--- src/rtl/turf_fragment_mux.sv ---
// turf_fragment_mux
// Round-robin arbiter over NCHAN tagged input channels. Each granted transfer
// is cut into UDP fragments of at most nfragment_count_i+1 payload beats. Every
// fragment gets a header beat on m_hdr and a tag beat followed by payload on
// m_payload. If the destination path has never been opened, the granted
// transfer is drained and counted instead.
// Ports:
//   aclk, areset             clock, asynchronous active-high reset
//   nfragment_count_i        payload beats per fragment minus 1
//   fragsrc_mask_i           source-port bits taken from the fragment number
//   event_open_i/ip_i/port_i destination path open strobe, IP and port
//   s_ctrl_*                 per-channel control {addr[31:20], bytes[19:0]}
//   s_data_*                 per-channel payload stream
//   m_hdr_*                  UDP header {IP, port, UDP length}, tuser = src port
//   m_payload_*              UDP payload stream (tag beat, then data)
//   drop_count_o             saturating count of transfers drained while closed
module turf_fragment_mux #(
   parameter int unsigned NCHAN        = 2,
   parameter logic [15:0] BASE_PORT    = 16'h5430,
   parameter logic [15:0] TAG_CONSTANT = 16'hDA7A
) (
   input  logic                aclk,
   input  logic                areset,
   input  logic [9:0]          nfragment_count_i,
   input  logic [15:0]         fragsrc_mask_i,
   input  logic                event_open_i,
   input  logic [31:0]         event_ip_i,
   input  logic [15:0]         event_port_i,
   input  logic [NCHAN*32-1:0] s_ctrl_tdata,
   input  logic [NCHAN-1:0]    s_ctrl_tvalid,
   output logic [NCHAN-1:0]    s_ctrl_tready,
   input  logic [NCHAN*64-1:0] s_data_tdata,
   input  logic [NCHAN*8-1:0]  s_data_tkeep,
   input  logic [NCHAN-1:0]    s_data_tvalid,
   output logic [NCHAN-1:0]    s_data_tready,
   output logic [63:0]         m_hdr_tdata,
   output logic [15:0]         m_hdr_tuser,
   output logic                m_hdr_tvalid,
   input  logic                m_hdr_tready,
   output logic [63:0]         m_payload_tdata,
   output logic [7:0]          m_payload_tkeep,
   output logic                m_payload_tlast,
   output logic                m_payload_tvalid,
   input  logic                m_payload_tready,
   output logic [15:0]         drop_count_o
);

   typedef enum logic [2:0] {IDLE, HEADER, TAG, STREAM, DRAIN} state_t;

   state_t      state;
   logic [2:0]  ptr, grant, cand, idx;
   logic        found;
   logic [11:0] addr_q;
   logic [19:0] len_q, rem;
   logic [15:0] hdr_len;
   logic [9:0]  frag, beat, last_idx;
   logic        fin, open_q, ever_open;
   logic [31:0] ip_q;
   logic [15:0] port_q;
   logic [17:0] cur_beats;
   logic        cur_fin;
   logic [31:0] cand_ctrl;

   // Channels padded to 8 entries so a 3-bit channel index is always in range.
   logic [31:0] ctrl_arr [8];
   logic [63:0] data_arr [8];
   logic [7:0]  keep_arr [8];
   logic [7:0]  ctrl_valid8, data_valid8, ctrl_ready8, data_ready8;

   for (genvar g = 0; g < 8; g++) begin : g_pad
      if (g < NCHAN) begin : g_live
         assign ctrl_arr[g]    = s_ctrl_tdata[g*32 +: 32];
         assign data_arr[g]    = s_data_tdata[g*64 +: 64];
         assign keep_arr[g]    = s_data_tkeep[g*8 +: 8];
         assign ctrl_valid8[g] = s_ctrl_tvalid[g];
         assign data_valid8[g] = s_data_tvalid[g];
      end else begin : g_tie
         assign ctrl_arr[g]    = '0;
         assign data_arr[g]    = '0;
         assign keep_arr[g]    = '0;
         assign ctrl_valid8[g] = 1'b0;
         assign data_valid8[g] = 1'b0;
      end
   end

   function automatic logic [17:0] beats_of(input logic [19:0] bytes);
      return 18'(({1'b0, bytes} + 21'd7) >> 3);
   endfunction

   function automatic logic [15:0] udp_len_of(input logic [19:0] bytes, input logic [9:0] nfrag);
      if (beats_of(bytes) <= ({8'd0, nfrag} + 18'd1))
         return {3'd0, bytes[12:0]} + 16'd8;
      return {3'd0, nfrag, 3'd0} + 16'd16;
   endfunction

   // Round-robin search starting just above the last granted channel.
   always_comb begin
      found = 1'b0;
      cand  = '0;
      idx   = '0;
      for (int unsigned i = 0; i < NCHAN; i++) begin
         idx = 3'((32'(ptr) + 32'd1 + i) % NCHAN);
         if (!found && ctrl_valid8[idx]) begin
            found = 1'b1;
            cand  = idx;
         end
      end
   end

   assign cand_ctrl = ctrl_arr[cand];
   assign cur_beats = beats_of(rem);
   assign cur_fin   = cur_beats <= ({8'd0, nfragment_count_i} + 18'd1);

   always_comb begin
      ctrl_ready8 = '0;
      data_ready8 = '0;
      if (state == IDLE && found && !areset)
         ctrl_ready8[cand] = 1'b1;
      if (state == STREAM)
         data_ready8[grant] = m_payload_tready;
      else if (state == DRAIN && rem != '0)
         data_ready8[grant] = 1'b1;
   end

   assign s_ctrl_tready = ctrl_ready8[NCHAN-1:0];
   assign s_data_tready = data_ready8[NCHAN-1:0];

   assign m_hdr_tvalid = (state == HEADER);
   assign m_hdr_tdata  = {ip_q, port_q, hdr_len};
   assign m_hdr_tuser  = (BASE_PORT & ~fragsrc_mask_i) | ({6'b0, frag} & fragsrc_mask_i);

   always_comb begin
      m_payload_tdata  = '0;
      m_payload_tkeep  = '0;
      m_payload_tlast  = 1'b0;
      m_payload_tvalid = 1'b0;
      case (state)
         TAG: begin
            m_payload_tdata  = {TAG_CONSTANT, grant, 3'b000, frag, addr_q, len_q};
            m_payload_tkeep  = 8'hFF;
            m_payload_tvalid = 1'b1;
            m_payload_tlast  = (len_q == '0);
         end
         STREAM: begin
            m_payload_tdata  = data_arr[grant];
            m_payload_tkeep  = keep_arr[grant];
            m_payload_tvalid = data_valid8[grant];
            m_payload_tlast  = fin && (beat == last_idx);
         end
         default: ;
      endcase
   end

   always_ff @(posedge aclk or posedge areset) begin
      if (areset) begin
         state        <= IDLE;
         ptr          <= 3'(NCHAN - 1);
         grant        <= '0;
         addr_q       <= '0;
         len_q        <= '0;
         rem          <= '0;
         hdr_len      <= '0;
         frag         <= '0;
         beat         <= '0;
         last_idx     <= '0;
         fin          <= 1'b0;
         open_q       <= 1'b0;
         ever_open    <= 1'b0;
         ip_q         <= '0;
         port_q       <= '0;
         drop_count_o <= '0;
      end else begin
         open_q <= event_open_i;
         if (event_open_i && !open_q) begin
            ip_q      <= event_ip_i;
            port_q    <= event_port_i;
            ever_open <= 1'b1;
         end
         case (state)
            IDLE: begin
               frag <= '0;
               if (found) begin
                  grant   <= cand;
                  ptr     <= cand;
                  addr_q  <= cand_ctrl[31:20];
                  len_q   <= cand_ctrl[19:0];
                  rem     <= cand_ctrl[19:0];
                  hdr_len <= udp_len_of(cand_ctrl[19:0], nfragment_count_i);
                  state   <= ever_open ? HEADER : DRAIN;
               end
            end
            HEADER: begin
               beat <= '0;
               if (m_hdr_tready) begin
                  // Final-fragment decision is taken from the bytes remaining
                  // before this fragment is subtracted.
                  rem      <= rem - {4'd0, hdr_len - 16'd8};
                  fin      <= cur_fin;
                  last_idx <= cur_fin ? 10'(cur_beats - 18'd1) : nfragment_count_i;
                  state    <= TAG;
               end
            end
            TAG: begin
               if (m_payload_tready) begin
                  frag    <= frag + 10'd1;
                  hdr_len <= udp_len_of(rem, nfragment_count_i);
                  state   <= (len_q == '0) ? IDLE : STREAM;
               end
            end
            STREAM: begin
               if (m_payload_tvalid && m_payload_tready) begin
                  if (fin && beat == last_idx)
                     state <= IDLE;
                  else if (beat == nfragment_count_i)
                     state <= HEADER;
                  else
                     beat <= beat + 10'd1;
               end
            end
            DRAIN: begin
               // rem counts bytes still to discard; a beat removes up to 8.
               if (rem == '0 || (data_valid8[grant] && rem <= 20'd8)) begin
                  state <= IDLE;
                  if (drop_count_o != 16'hFFFF)
                     drop_count_o <= drop_count_o + 16'd1;
               end else if (data_valid8[grant]) begin
                  rem <= rem - 20'd8;
               end
            end
            default: state <= IDLE;
         endcase
      end
   end

endmodule

--- config.mk ---
export PLATFORM = sky130hd
export DESIGN_NAME = turf_fragment_mux
export DESIGN_NICKNAME = d
export VERILOG_FILES = /design/src/rtl/turf_fragment_mux.sv
export SDC_FILE = /design/constraint.sdc
export NUM_CORES = 1
export LEC_CHECK = 0
export BUFFER_PORTS_ARGS = -buffer_cell sky130_fd_sc_hd__clkbuf_2
export CORE_AREA = 2 2 182 184
export CTS_BUF_LIST = sky130_fd_sc_hd__clkbuf_8
export DETAILED_ROUTE_END_ITERATION = 10
export DIE_AREA = 0 0 184 186
export GPL_TIMING_DRIVEN = 0
export PLACE_DENSITY = 0.76
export RECOVER_POWER = 50
export SKIP_LAST_GASP = 1
export SLEW_MARGIN = 20
export SYNTH_ARGS = -nofsm -noshare
export SYNTH_HDL_FRONTEND = slang
export SYNTH_SLANG_ARGS = --single-unit
--- constraint.sdc ---
create_clock -name aclk -period 8.4 [get_ports aclk]
set_input_delay 1.68 -clock aclk [delete_from_list [all_inputs] [get_ports aclk]]
set_output_delay 1.68 -clock aclk [all_outputs]
set_load 0.05 [all_outputs]
Word-level counts from Yosys, hierarchy flattened
Index checks and enable logic that the tools add are counted.
{"block": "op_classes", "n_eq_ne": 17, "order_cmp": 11, "n_bitwise": 6, "muxes": 65, "n_addsub": 15, "reduce_logical": 29}
{"operator": "$bmux W64 S3", "n": 1}
{"operator": "$mux W64", "n": 2}
{"operator": "$pmux W64 S2", "n": 1}
{"operator": "$bmux W32 S3", "n": 1}
{"operator": "$mux W16", "n": 6}
{"operator": "$mux W20", "n": 4}
{"operator": "$mux W32", "n": 2}
{"operator": "$pmux W20 S3", "n": 1}
{"operator": "$mux W10", "n": 5}
{"operator": "$add A20 B3 Y21 const B", "n": 2}
{"operator": "$logic_not A20 Y1", "n": 2}
{"operator": "$pmux W10 S2", "n": 2}
{"operator": "$pmux W16 S2", "n": 1}
{"operator": "$add A13 B4 Y14 const B", "n": 2}
{"operator": "$bmux W8 S3", "n": 1}
{"operator": "$mux W3", "n": 8}
{"operator": "$add A10 B1 Y10 const B", "n": 2}
{"operator": "$eq A10 B10 Y1", "n": 2}
{"operator": "$le A20 B4 Y1 const B", "n": 1}
{"operator": "$reduce_bool A20 Y1", "n": 1}
{"operator": "$sub A20 B16 Y20", "n": 1}
{"operator": "$sub A20 B4 Y20 const B", "n": 1}
{"operator": "$le A18 B11 Y1", "n": 1}
{"operator": "$le A18 B18 Y1", "n": 1}
{"operator": "40 further kinds", "n": 92}
{"block": "totals", "in_bits": 291, "word_cells": 159, "register_bits": 170, "out_inout_bits": 175}

Depth between registers and ports, before layout
{"block": "depth", "ltp_word": 19, "mapped_depth": 19, "mapped_depth_nobuf": 16}

Worst setup path before layout
No wires, ideal clock.
{"block": "synth_timing", "kind": "input-to-output", "start": "input s_ctrl_tvalid[1]", "end": "output s_ctrl_tready[0]", "slack_ps": 2912, "stages": 7, "t_required_ps": 6720, "arrival_ps": 3808, "path_cell_list": "a21boi_1 > buf_4 > buf_4 > buf_2 > clkbuf_1 > clkbuf_1 > nor3_1"}
{"block": "synth_via", "elab_chain_len": 11, "elab_cells_between_ends": 18}
{"item": "from (decl)", "line_no": "30", "rtl": "input logic [NCHAN-1:0] s_ctrl_tvalid,"}
{"item": "$mux W1 (implied by the code) (2 in series)", "line_no": "103", "rtl": "if (!found && ctrl_valid8[idx]) begin"}
{"item": "$mux W1", "line_no": "103"}
{"item": "$logic_not A1 Y1", "line_no": "103"}
{"item": "$logic_and A1 B1 Y1", "line_no": "103"}
{"item": "$mux W1", "line_no": "103"}
{"item": "$lt A1 B4 Y1 (implied by the code) / $ge A1 B1 Y1 (equally long branches)", "line_no": "118", "rtl": "ctrl_ready8[cand] = 1'b1;"}
{"item": "$logic_and A1 B1 Y1 (implied by the code)", "line_no": "118"}
{"item": "$mux W1 (implied by the code)", "line_no": "118"}
{"item": "$demux W1 S3", "line_no": "118"}
{"item": "$mux W2 *", "line_no": "117", "rtl": "if (state == IDLE && found && !areset)"}
{"item": "to (decl)", "line_no": "31", "rtl": "output logic [NCHAN-1:0] s_ctrl_tready,"}
Mark *: on every way between the ends. The rest lies on a longest branch, timed or not. The select of a mux whose other input is x is not followed.

Worst setup path after layout
{"block": "layout_timing", "start": "input s_ctrl_tvalid[1]", "end": "output s_ctrl_tready[1]"}
The elaborated chain is that of the path after synthesis.

==> Flow_metrics.wiki <==
{| class="wikitable"
! Metric !! Value
|-
| Outcome || complete, but fails checks
|-
| Failing checks || max-capacitance violations, max-slew violations
|-
| Worst-case clock buffer depth || 2
|-
| Final HPWL from detailed placement || ~45 mm
|-
| Setup TNS Final || 0 ns
|-
| Worst r2r src || rem[9]$_DFFE_PP0P_
|-
| Count of buffers inserted at the top-level ports || between 400 and 500
|-
| Final number of setup-violating endpoints || 0
|-
| Final Net Count || around 2300
|-
| Post-Route Skew || between 0.02 and 0.025 ns
|-
| Share of the cycle needed by the critical path after routing || 72.6%
|-
| Cell area after placement || 15800 um2
|-
| Slew @ Worst Pin || around 3.4 ns
|-
| Share of the synthesized area in compound gates (AO/OA/AOI/OAI) || between 10% and 20%
|-
| Number of detailed-route iterations in the first pass || 5
|-
| RD Place Congestion || a little under 1
|-
| Beginning of the critical path || s_ctrl_tvalid[1]
|-
| Final std cells w/o fill || about 2400
|-
| Most used DFF post-synth || sky130_fd_sc_hd__dfrtp_1
|-
| Overall Power || 6.21 mW
|-
| Detailed Route WL || about 55 mm
|-
| Category of the most critical setup path || in -> out
|-
| Startpoint of the most critical hold path || drop_count_o[6]$_DFFE_PP0P_
|-
| Routed via count || approximately 14000
|-
| Clock tree from TritonCTS || built
|-
| Most numerous cell types in the synthesized netlist || sky130_fd_sc_hd__dfrtp_1 (167), sky130_fd_sc_hd__nand2_1 (156), sky130_fd_sc_hd__nor2_1 (146)
|-
| CTS sink cnt || roughly 170
|-
| Maximum number of pins on one net before global-route repair || just under 100
|-
| Layout cell share with drive strength beyond 1 || a little over a quarter
|-
| Slowest CP cell || sky130_fd_sc_hd__clkbuf_1
|-
| Fraction of the yosys area taken by sequential cells || around a third
|-
| Area fraction in and, or, nand and nor cells after synthesis || between 10% and 20%
|-
| Total number of placement rows || 66
|-
| Worst endpoint data arrival time || between 4 and 5 ns
|-
| Async set-or-reset flop fraction in the synthesized netlist || 100%
|-
| Class of the most critical hold timing path || reg -> reg
|-
| Area enclosed by the die boundary || 34200 um2
|-
| Hold violation count in the final report || 0
|-
| Post-CTS Hold Fix Bufs || 0
|-
| Horizontal die dimension || roughly 180 um
|-
| Shortest clock period the worst path allows after layout || between 6 and 7 ns
|-
| Maximum fanout encountered on the critical timing path || 10
|-
| Fraction of the mapped netlist area in adder cells || under 10%
|-
| Mean post-synth cell area || ~8.6 um2
|-
| Cell-by-cell listing of the critical path || clkbuf_1 > a21boi_1 > buf_4 > buf_4 > buf_2 > clkbuf_1 > clkbuf_1 > nand2_1 > nor2_1 > clkbuf_2
|-
| Startpoint type of the worst setup path || primary input
|-
| Wire length per cell || around 23 um
|-
| Top-area cell type share of the netlist area || 32.1%
|-
| Combined area of all synthesized cells || 13000 um2
|-
| Fraction of synthesized area in multiplexers || approximately 14%
|-
| Count of yosys warnings during synthesis || 0
|-
| Setup repair after global routing missed its margin || no
|-
| Top-level port count || 466
|-
| Slew headroom || -126%
|-
| Grt total ovfl || 0
|-
| Cell type contributing the most total cell area after synthesis || sky130_fd_sc_hd__dfrtp_1
|-
| Post-CTS Setup Bufs || 0
|-
| CP endpoint kind || output port
|-
| FMAX || between 150 and 200 MHz
|-
| Xor-xnor portion of the synthesized cell area || 8.96%
|-
| Most common cell type on the critical path || sky130_fd_sc_hd__clkbuf_1
|-
| Hold_ws || slightly above 0.5 ns
|-
| Max-capacitance violation count || 2
|-
| Initial core utilization || 40.4%
|-
| Initial antenna violation count || 8
|-
| Post-route cell area || between 15000 and 20000 um2
|-
| Clock root buffer master || sky130_fd_sc_hd__clkbuf_8
|-
| Main combinational cell family by area after synthesis || simple AND/OR/NAND/NOR gates
|-
| DRC Markers || 0
|-
| Number of DRC markers in iteration 0 || 1462
|-
| Synth Instances || about 1500
|-
| P&R area growth vs syn || 24.8%
|-
| Unique masters post-synth || 81
|-
| Number of storage elements in the synthesis netlist || 168
|-
| Worst Reg-to-Reg Cells || 14
|-
| Average vias per placed instance || a little under 6
|-
| Largest incremental delay on the critical path || 0.50 ns
|-
| Total routing usage reported by global routing || ~31%
|-
| Most instantiated library cell after synthesis || sky130_fd_sc_hd__dfrtp_1
|-
| Skew-Pair Late Insertion Delay || a little under 0.5 ns
|-
| Number of pins with negative max-slew slack in the final report || 171
|-
| Remaining antenna violation count || 0
|-
| Hold Path Cell Cnt || 1
|-
| Data required time of the worst path || 6.72 ns
|-
| Maximum level of the CTS H-tree || 4
|-
| IR Drop Worst-Case VDD || 0.211 mV
|-
| Static leakage || approximately 7.4 nW
|-
| First-pass GRT wire length || 80.1 mm
|-
| Instance count after placement with tap cells included || about 2400
|-
| Number of global-route vias before repair || approximately 13000
|-
| Area of the core || ~32000 um2
|-
| Number of flops mapped to enable cells by yosys || 0
|-
| Die Ht || ~190 um
|-
| Power density normalized to cell area || around 380 nW/um2
|-
| PostCTS Resize Cnt || 0
|-
| Ranking of synthesized cells by area || sky130_fd_sc_hd__dfrtp_1 (32%), sky130_fd_sc_hd__mux2i_1 (9.5%), sky130_fd_sc_hd__xnor2_1 (5.4%), sky130_fd_sc_hd__ha_1 (4.6%), sky130_fd_sc_hd__nand2_1 (4.5%)
|-
| Number of buffers created by CTS || 17
|-
| Clock slew at the register clock pins of the worst setup and hold paths || about 0.090 ns
|}
[routing by layer]
| layer | part of all wire, % | vias to the layer above | global-route usage, % |
|---|---|---|---|
| met2 | 48 | 703 | 50.9 |
| met4 | 4.4 | 0 | 16.0 |
| li1 | - | 6389 | - |
| met5 | 0 | - | 0 |
| met1 | 40 | 6725 | 39.7 |
| met3 | 8.0 | 134 | 6.28 |
[cell usage in the layout (no fill, tap or decap), drive strengths merged, types with 52 or more instances in the layout]
master and instances:
mux2 52, clkbuf 533, nor2 148, dfrtp 167, xor2 53, nand3 53, xnor2 80, nand2 156
a21oi 83, o21ai 80, mux2i 125
[kinds of logic (layout without fill, tap and decap cells)]
| family | Yosys count | in the layout |
|---|---|---|
| mux | 177 | 177 |
| flops | 168 | 168 |
| xor+xnor | 133 | 133 |
| compound gates | 318 | 318 |
| other cells | 1 | 14 |
| buf+inv | 137 | 621 |
| fa+ha+maj | 50 | 50 |
| simple gates | 532 | 532 |
[flip-flops by register name (all words and copies together), names as in the netlist, 3 cells and up]
signal,count
addr_q,12
beat,10
drop_count_o,16
frag,10
hdr_len,14
ip_q,32
last_idx,10
len_q,20
port_q,16
rem,20
state,3
[power breakdown]
part | internal (mW) | switching, mW
registers | 1.05 | 0.240
logic | 1.24 | 2.97
clock network | 0.362 | 0.343
[area by class of cell]
class	count	area [um2]
Antenna cell	9	22.5
Sequential cell	168	4210
Buffer	99	425
Timing Repair Buffer	452	2210
Clock inverter	15	234
Fill cell	3150	16000
Inverter	38	144
Tap cell	408	510
Clock buffer	17	234
Multi-Input combinational cell	1215	8240
[worst max-delay path: cells and delay by family]
family,cells,cell delay [ns]
AOI/OAI and AO/OA,1,0.19
buffers and inverters,7,2.20
and+or+nand+nor,2,0.34
[stage by stage]
step	worst slack, ns	utilization [%]
floorplan	2.17	-
global placement	0.0412	49.0
detailed placement	2.28	49.1
CTS	2.47	50.6
global route	1.88	50.4
finish	2.30	50.4
[worst paths after layout]
path / slack [ns] / endpoint
worst max register to register: 3.16 / hdr_len[13]$_DFFE_PP0P_
worst min-delay path: 0.51 / drop_count_o[6]$_DFFE_PP0P_
worst min register to register: 0.51 / drop_count_o[6]$_DFFE_PP0P_
worst max-delay path: 2.30 / s_ctrl_tready[1]
max in group asynchronous: 2.70 / open_q$_DFF_PP0_
min in group asynchronous: 2.19 / frag[6]$_DFFE_PP0P_
(Power assumes the default switching activity.)
